**config.mk**
```make
export PLATFORM = sky130hd
export DESIGN_NAME = huffman_decoder
export DESIGN_NICKNAME = d
export VERILOG_FILES = /design/src/rtl/huffman_pkg.sv /design/src/rtl/huffman_code_lut.sv /design/src/rtl/huffman_decoder.sv
export SDC_FILE = /design/constraint.sdc
export NUM_CORES = 1
export LEC_CHECK = 0
export ABC_AREA = 1
export BUFFER_PORTS_ARGS = -buffer_cell sky130_fd_sc_hd__buf_2
export CAP_MARGIN = 40
export CORE_MARGIN = 4
export CORE_UTILIZATION = 45
export CTS_BUF_LIST = sky130_fd_sc_hd__clkbuf_8 sky130_fd_sc_hd__clkbuf_16
export CTS_CLUSTER_DIAMETER = 30
export DETAILED_ROUTE_END_ITERATION = 6
export GPL_TIMING_DRIVEN = 0
export HOLD_SLACK_MARGIN = 0.05
export PLACE_DENSITY_LB_ADDON = 0.2
export SYNTH_ARGS = -nofsm -noshare
export SYNTH_HDL_FRONTEND = slang
export SYNTH_HIERARCHICAL = 1
export SYNTH_SLANG_ARGS = --single-unit
```
**constraint.sdc**
```tcl
create_clock -name clk -period 0.8 [get_ports clk]
set_clock_uncertainty 0.1 [all_clocks]
set_input_delay 0 -clock clk [delete_from_list [all_inputs] [get_ports clk]]
set_output_delay 0 -clock clk [all_outputs]
set_load 0.1 [all_outputs]
```
**src/rtl/huffman_pkg.sv**
```systemverilog
// huffman_pkg
//   Shared constants and types for the streaming Huffman decoder.
//   WIN_W/SYM_W/LEN_W  : window, symbol and consume-length widths (fixed by the code table)
//   LEN_1..LEN_10      : the only consume lengths the decoder ever reports
//   ESC_CODE           : window value that introduces a 4-bit literal when HUFF_ESCAPE_EN is defined
//   state_e            : decoder FSM states
package huffman_pkg;

    localparam int WIN_W = 6;
    localparam int SYM_W = 4;
    localparam int LEN_W = 4;

    localparam logic [LEN_W-1:0] LEN_1  = 4'd1;
    localparam logic [LEN_W-1:0] LEN_4  = 4'd4;
    localparam logic [LEN_W-1:0] LEN_5  = 4'd5;
    localparam logic [LEN_W-1:0] LEN_6  = 4'd6;
    localparam logic [LEN_W-1:0] LEN_10 = 4'd10;

    localparam logic [WIN_W-1:0] ESC_CODE = 6'b111111;

    typedef enum logic [1:0] {
        ST_PRIME = 2'd0,
        ST_WAIT  = 2'd1,
        ST_RESP  = 2'd2
    } state_e;

endpackage

```
**src/rtl/huffman_code_lut.sv**
```systemverilog
// huffman_code_lut
//   Combinational code table: maps a 6-bit MSB-first window to the symbol it
//   starts with and the number of window bits that codeword occupies.
//   Optional feature macro: HUFF_ESCAPE_EN (adds the is_esc output; 111111 is
//   then the escape prefix instead of a length-6 padding code for symbol 0).
// Ports
//   win     in   6  look-ahead window, win[5] is the next stream bit
//   sym     out  4  decoded symbol
//   len     out  4  codeword length in bits
//   is_esc  out  1  window is the escape prefix (HUFF_ESCAPE_EN only)
module huffman_code_lut
    import huffman_pkg::*;
(
    input  logic [WIN_W-1:0] win,
    output logic [SYM_W-1:0] sym,
`ifdef HUFF_ESCAPE_EN
    output logic             is_esc,
`endif
    output logic [LEN_W-1:0] len
);

    // Prefix match; bits past the codeword are wildcards so undriven or
    // unknown trailing bits never reach the outputs.
    always_comb begin
        sym = 4'd0;
        len = LEN_6;
`ifdef HUFF_ESCAPE_EN
        is_esc = 1'b0;
`endif
        casez (win)
            6'b0?????: begin
                sym = 4'd0;
                len = LEN_1;
            end
            6'b10????: begin
                sym = 4'd1 + {2'b00, win[3:2]};
                len = LEN_4;
            end
            6'b110???: begin
                sym = 4'd5 + {2'b00, win[2:1]};
                len = LEN_5;
            end
            ESC_CODE: begin
`ifdef HUFF_ESCAPE_EN
                sym    = 4'd0;
                len    = LEN_10;
                is_esc = 1'b1;
`else
                // Without the literal path this is a padding/flush code.
                sym = 4'd0;
                len = LEN_6;
`endif
            end
            6'b111???: begin
                sym = 4'd9 + {1'b0, win[2:0]};
                len = LEN_6;
            end
            default: begin
                sym = 4'd0;
                len = LEN_6;
            end
        endcase
    end

endmodule

```
**src/rtl/huffman_decoder.sv**
```systemverilog
// huffman_decoder
//   Streaming Huffman decoder for 4-bit symbols. One codeword is decoded per
//   load; the result is presented for one cycle on ready together with the
//   number of window bits the host must discard.
//   Optional feature macro: HUFF_ESCAPE_EN (escape prefix 111111 followed by a
//   4-bit literal carried in the next window).
// Ports
//   clk           in   1  rising-edge clock
//   rst           in   1  synchronous active-high reset
//   encodedData   in   6  bit window, [5] = next stream bit
//   load          in   1  window valid this cycle
//   ready         out  1  one-cycle pulse, decodedData/symbolLength valid
//   decodedData   out  4  decoded symbol
//   symbolLength  out  4  bits to consume: 1, 4, 5, 6 or 10
module huffman_decoder
    import huffman_pkg::*;
(
    input  logic             clk,
    input  logic             rst,
    input  logic [WIN_W-1:0] encodedData,
    input  logic             load,
    output logic             ready,
    output logic [SYM_W-1:0] decodedData,
    output logic [LEN_W-1:0] symbolLength
);

    state_e             state_q, state_d;
    logic               ready_q, ready_d;
    logic [SYM_W-1:0]   sym_q, sym_d;
    logic [LEN_W-1:0]   len_q, len_d;
    logic [SYM_W-1:0]   lut_sym;
    logic [LEN_W-1:0]   lut_len;
`ifdef HUFF_ESCAPE_EN
    logic               lut_esc;
    logic               esc_pending_q, esc_pending_d;
`endif

    huffman_code_lut u_lut (
        .win    (encodedData),
        .sym    (lut_sym),
`ifdef HUFF_ESCAPE_EN
        .is_esc (lut_esc),
`endif
        .len    (lut_len)
    );

    // Next-state and next-output logic; outputs hold unless a response is issued.
    always_comb begin
        state_d = state_q;
        ready_d = 1'b0;
        sym_d   = sym_q;
        len_d   = len_q;
`ifdef HUFF_ESCAPE_EN
        esc_pending_d = esc_pending_q;
`endif
        case (state_q)
            ST_PRIME: begin
                // Fill request: ask the host for a full window, not a symbol.
                ready_d = 1'b1;
                sym_d   = 4'd0;
                len_d   = LEN_6;
                state_d = ST_WAIT;
            end
            ST_WAIT: begin
                if (load) begin
                    ready_d = 1'b1;
                    state_d = ST_RESP;
`ifdef HUFF_ESCAPE_EN
                    if (esc_pending_q) begin
                        // Window after an escape carries a raw 4-bit literal.
                        sym_d         = encodedData[5:2];
                        len_d         = LEN_4;
                        esc_pending_d = 1'b0;
                    end else if (lut_esc) begin
                        sym_d         = 4'd0;
                        len_d         = LEN_10;
                        esc_pending_d = 1'b1;
                    end else begin
                        sym_d = lut_sym;
                        len_d = lut_len;
                    end
`else
                    sym_d = lut_sym;
                    len_d = lut_len;
`endif
                end else begin
                    state_d = ST_WAIT;
                end
            end
            ST_RESP: begin
                // load is deliberately ignored while the response is shown.
                state_d = ST_WAIT;
            end
            default: begin
                state_d = ST_PRIME;
            end
        endcase
    end

    // State and output registers with synchronous reset.
    always_ff @(posedge clk) begin
        if (rst) begin
            state_q <= ST_PRIME;
            ready_q <= 1'b0;
            sym_q   <= 4'd0;
            len_q   <= LEN_6;
`ifdef HUFF_ESCAPE_EN
            esc_pending_q <= 1'b0;
`endif
        end else begin
            state_q <= state_d;
            ready_q <= ready_d;
            sym_q   <= sym_d;
            len_q   <= len_d;
`ifdef HUFF_ESCAPE_EN
            esc_pending_q <= esc_pending_d;
`endif
        end
    end

    assign ready        = ready_q;
    assign decodedData  = sym_q;
    assign symbolLength = len_q;

endmodule

```
# Yosys cells after proc, flatten, opt, wreduce, memory -nomap -nowiden

Index checks and enable logic that the tools add are counted.

Register bits: 11
Logic and storage cells: 32

Reductions and logical operators: 5
Equality and inequality tests: 7
Bitwise logic cells: 1
Mux-type cells: 12
Add/sub/neg operators: 3

Operators with widths:

| operator                                                        | count |
|---|---|
| 4-bit 2-to-1 mux                                                | 4 |
| 4-bit one-hot mux with 2 select lines                           | 2 |
| 4-bit one-hot mux with 4 select lines                           | 1 |
| 4-bit one-hot mux with 3 select lines                           | 1 |
| 3-bit == test, second input constant                            | 2 |
| 6-bit == test, second input constant                            | 1 |
| 3-bit by 2-bit adder with 4-bit output, first input constant    | 1 |
| 4-bit by 3-bit adder with 4-bit output, first input constant    | 1 |
| 2-bit == test, second input constant                            | 2 |
| 2-bit one-hot mux with 2 select lines                           | 1 |
| 2-bit OR reduction                                              | 2 |
| 1-bit by 2-bit adder with 3-bit output, first input constant    | 1 |
| 2-bit by 1-bit == test with 1-bit output, second input constant | 1 |
| 2-bit logical NOT                                               | 1 |
| 2-bit 2-to-1 mux                                                | 1 |
| 2-bit inequality test, second input constant                    | 1 |
| 1-bit one-hot mux with 2 select lines                           | 1 |
| 2-bit AND reduction                                             | 1 |
| 2-bit nonzero test                                              | 1 |
| 1-bit 2-to-1 mux                                                | 1 |
| 1-bit NOT                                                       | 1 |

# Longest topological paths before layout

Depth after elaboration: 5
Mapped depth: 8
Gate-level depth less buffers: 8

# Modules after synthesis

Netlist, hierarchy kept.

By module, submodules not included:

| module           | cells an instance | area each (sq um) | instances |
|---|---|---|---|
| huffman_decoder  | 66                | 471.7             | 1 |
| huffman_code_lut | 39                | 198.9             | 1 |

# Worst setup path after synthesis

OpenSTA, ideal clock, no wires.

Kind: register to register
Start point: reg decodedData[2] (netlist name)
End point: reg sym_q[2], in the netlist decodedData[2]
Setup slack: -0.589 ns
Period minus slack after synthesis: 1.389 ns
Buffers on the path: 0
Arrival: 1.222 ns
Library setup time: 0.067 ns
Data required time: 0.633 ns
Stages on the path, launching flop included: 5
Cells stage by stage: dfxtp_1 > inv_1 > nor2_1 > nand2_1 > o21ai_2

RTL lines:

| what                 | line                   | text |
|---|---|---|
| to (signal assigned) | huffman_decoder.sv:113 | `sym_q <= sym_d;` |
| to (decl)            | huffman_decoder.sv:29  | `logic [SYM_W-1:0] sym_q, sym_d;` |

# Final worst setup path

Start point: reg state_q[1]
End point: reg sym_q[3], in the netlist decodedData[3]

Longest elaborated chain between the ends: 3
Elaborated cells between the ends (all ways): 6
Those cells by class: eq/ne (2); mux (1); reduce/logical (3)

Ends and longest elaborated chain:

| what                                                                          | line                   | text |
|---|---|---|
| from (decl)                                                                   | huffman_decoder.sv:27  | `state_e state_q, state_d;` |
| from (signal assigned)                                                        | huffman_decoder.sv:111 | `state_q <= state_d;` |
| 2-bit by 1-bit == test with 1-bit output or 2-bit logical NOT (tied branches) | huffman_decoder.sv:56  | `case (state_q)` |
| 2-bit inequality test (no source line) or 2-bit nonzero test (tied branches)  | --                     |  |
| 2-bit AND reduction (no source line)                                          | --                     |  |

Several ways; a longest one is shown, not always the timed one.
A chain may end at the register's enable or synchronous reset.

==> metrics <==
outcome=finished with violations; failing checks=negative hold slack, negative setup slack; H-tree depth=1; dpl cell area=a little over 800 sq um; GRT Resource Usage Total=about 18%; fin worst setup slack=-0.120 ns; crit path max fanout=7; most frequent cells in the layout=nand2_1, inv_1, nor2_1; final hold violation count=1; required time worst endpoint=approximately 0.86 ns; Synth area leaders=dfxtp_1, inv_1, nand2_1; Synth Instances=around 110; cell count after placement=roughly 140; total gr overflow=0; top-area cell type share of the netlist area=about 33%; core area=1350 sq um; Yosys cell types=20; maximum VDD drop=between 0.7 and 0.8 mV; Via Count=roughly 670; num ports=18; Netlist Area Pre-Place=671 sq um; Final Cell Area=1060 sq um; Yosys top cell by area=dfxtp_1; WL final=about 1600 um; die span in x=~47 um; vias in the first global route=~670; I/O Buffers=17; Routed WL per cell=~11 um; CTS root buffer=clkbuf_8; sequential-to-total area share from yosys stat=between 30% and 40%; fin nets=142; Residual DRC=0; TritonRoute pass-1 iters=4; CP Capture Type=flop; RSZ-0062 raised after global routing=yes; Avg Cell Area, Syn=approximately 6.4 sq um; largest net degree at the start of global routing=11; row cnt=13; arrival time worst endpoint=approximately 1 ns; HPWL after DPL=966 um; CTS tree=built; first-pass GRT wire length=between 2000 and 3000 um; Final ANT Viol Nets=0; WS Path Type=reg -> reg; Area Overhead vs Synth=58.0%; routability cong.=0.737; Post-Layout Cell Count=~140; ratio of cells with drive above 1 in the final layout=roughly 44%; Clock Sinks=11; Tmin final=around 0.92 ns; clk_lat worst skew=between 0.2 and 0.25 ns; Initial Utilization=about 50%; achievable clock frequency=~1100 MHz; die height=approximately 47 um; commonest non-fill, non-tap cell in the layout=nand2_1; Slew Limit Fails=0; CP Launch Type=flop; register area=around 260 sq um; synthesis warning total=6; Antenna Cells=0; clock slew at reported path FFs=0.05 ns; Final period util=115%; Final setup violation count=19; Die ar.=~2200 sq um; fill count=slightly below 100; Fin Hold WS=-0.00114 ns; Via density=4.65; #FFs+latches synth=11; multi-input logic area=roughly 380 sq um; DR iter-0 viols=5; Net Count, Synth=roughly 120; PwrDens=around 1500 nW/um^2; initial antenna violation count=0; clock buffer count from CTS=3; Pleak=between 0.0005 and 0.0006 uW; max cap viols=0; clock buffer depth=2; worst min path class=in -> reg
## through the flow
stage / worst slack (ns) / util [%] / total power [uW] / hold slack, ns / TNS, ns
floorplan: -0.136 / - / 861 / 0.0705 / -0.825
global placement: -0.244 / 59.8 / 935 / 0.203 / -1.55
detailed placement: -0.291 / 59.8 / 942 / 0.216 / -1.77
CTS: -0.0668 / 75.0 / 1570 / -0.0141 / -1.03
global route: -0.157 / 78.5 / 1670 / 0.0310 / -1.95
finish: -0.120 / 78.5 / 1600 / -0.00114 / -1.43
## cell families (layout without fill, tap and decap cells)
group,after synthesis,count (layout),share of synthesized area (%)
simple gates,51,52,34.7
compound gates,8,8,6.53
buf+inv,30,53,18.5
flops,11,11,32.8
xor+xnor,1,1,1.31
fa+ha+maj,3,3,5.60
other cells,1,1,0.559
## sequential cells by signal, indices dropped and copies added (netlist names)
| register | flops |
|---|---|
| symbolLength | 4 |
| decodedData | 4 |
| state_q | 2 |
| ready | 1 |
## what timing repair did
item,in CTS,in global routing
pin swaps,3,5
setup buffers,1,1
setup endpoints to repair,20,20
gates cloned,1,0
resized for setup,42,11
hold endpoints to repair,10,2
## cells in the mapped netlist, drive strengths merged
| library cell | number |
|---|---|
| o21ai | 8 |
| conb | 1 |
| inv | 26 |
| clkinv | 1 |
| dfxtp | 11 |
| xor2 | 1 |
| clkbuf | 1 |
| buf | 2 |
| nand4 | 2 |
| nand3 | 5 |
| ha | 3 |
| nor2 | 17 |
| nand2 | 27 |
## critical path, stage by stage, from the launching register on
cell     delay (ns)
dfxtp_2        0.33
nor2_4         0.17
nand2_4        0.12
o21ai_2        0.12
## power by group
group | internal [uW] | switching [uW] | total [uW]
logic | 164 | 295 | 459
clock network | 337 | 208 | 545
registers | 562 | 31.7 | 594
total | 1060 | 534 | 1600
## routing by layer
metal  GRT usage (%)  up-vias  share of wire [%]
li1                -      359                  -
met1            18.0      289                 41
met2            33.5       17                 52
met3           0.781        4                4.5
met4            12.5        0                2.5
met5               0        -                  0
## area by class of cell
cell class              count  share of cell area [%]
clock inverters             1                   0.354
well taps                  15                    1.77
repair buffers             19                    22.2
multi-input cells          65                    35.4
clock buffers               3                    3.90
plain buffers               3                    2.13
flip-flops and latches     11                    24.2
inverters                  27                    10.0
## worst paths after layout
path | start | endpoint | slack, ns | cells past startpoint
worst max-delay path | state_q[1]$_SDFF_PP0_ | decodedData[3]$_SDFFE_PP0P_ | -0.12 | 3
worst min-delay path | rst | state_q[0]$_SDFF_PP0_ | -0.001 | 4
worst max register to register | state_q[1]$_SDFF_PP0_ | decodedData[3]$_SDFFE_PP0P_ | -0.12 | 3
worst min register to register | state_q[0]$_SDFF_PP0_ | state_q[0]$_SDFF_PP0_ | 0.38 | 1
Note: power is estimated with default switching activity, not from simulation.
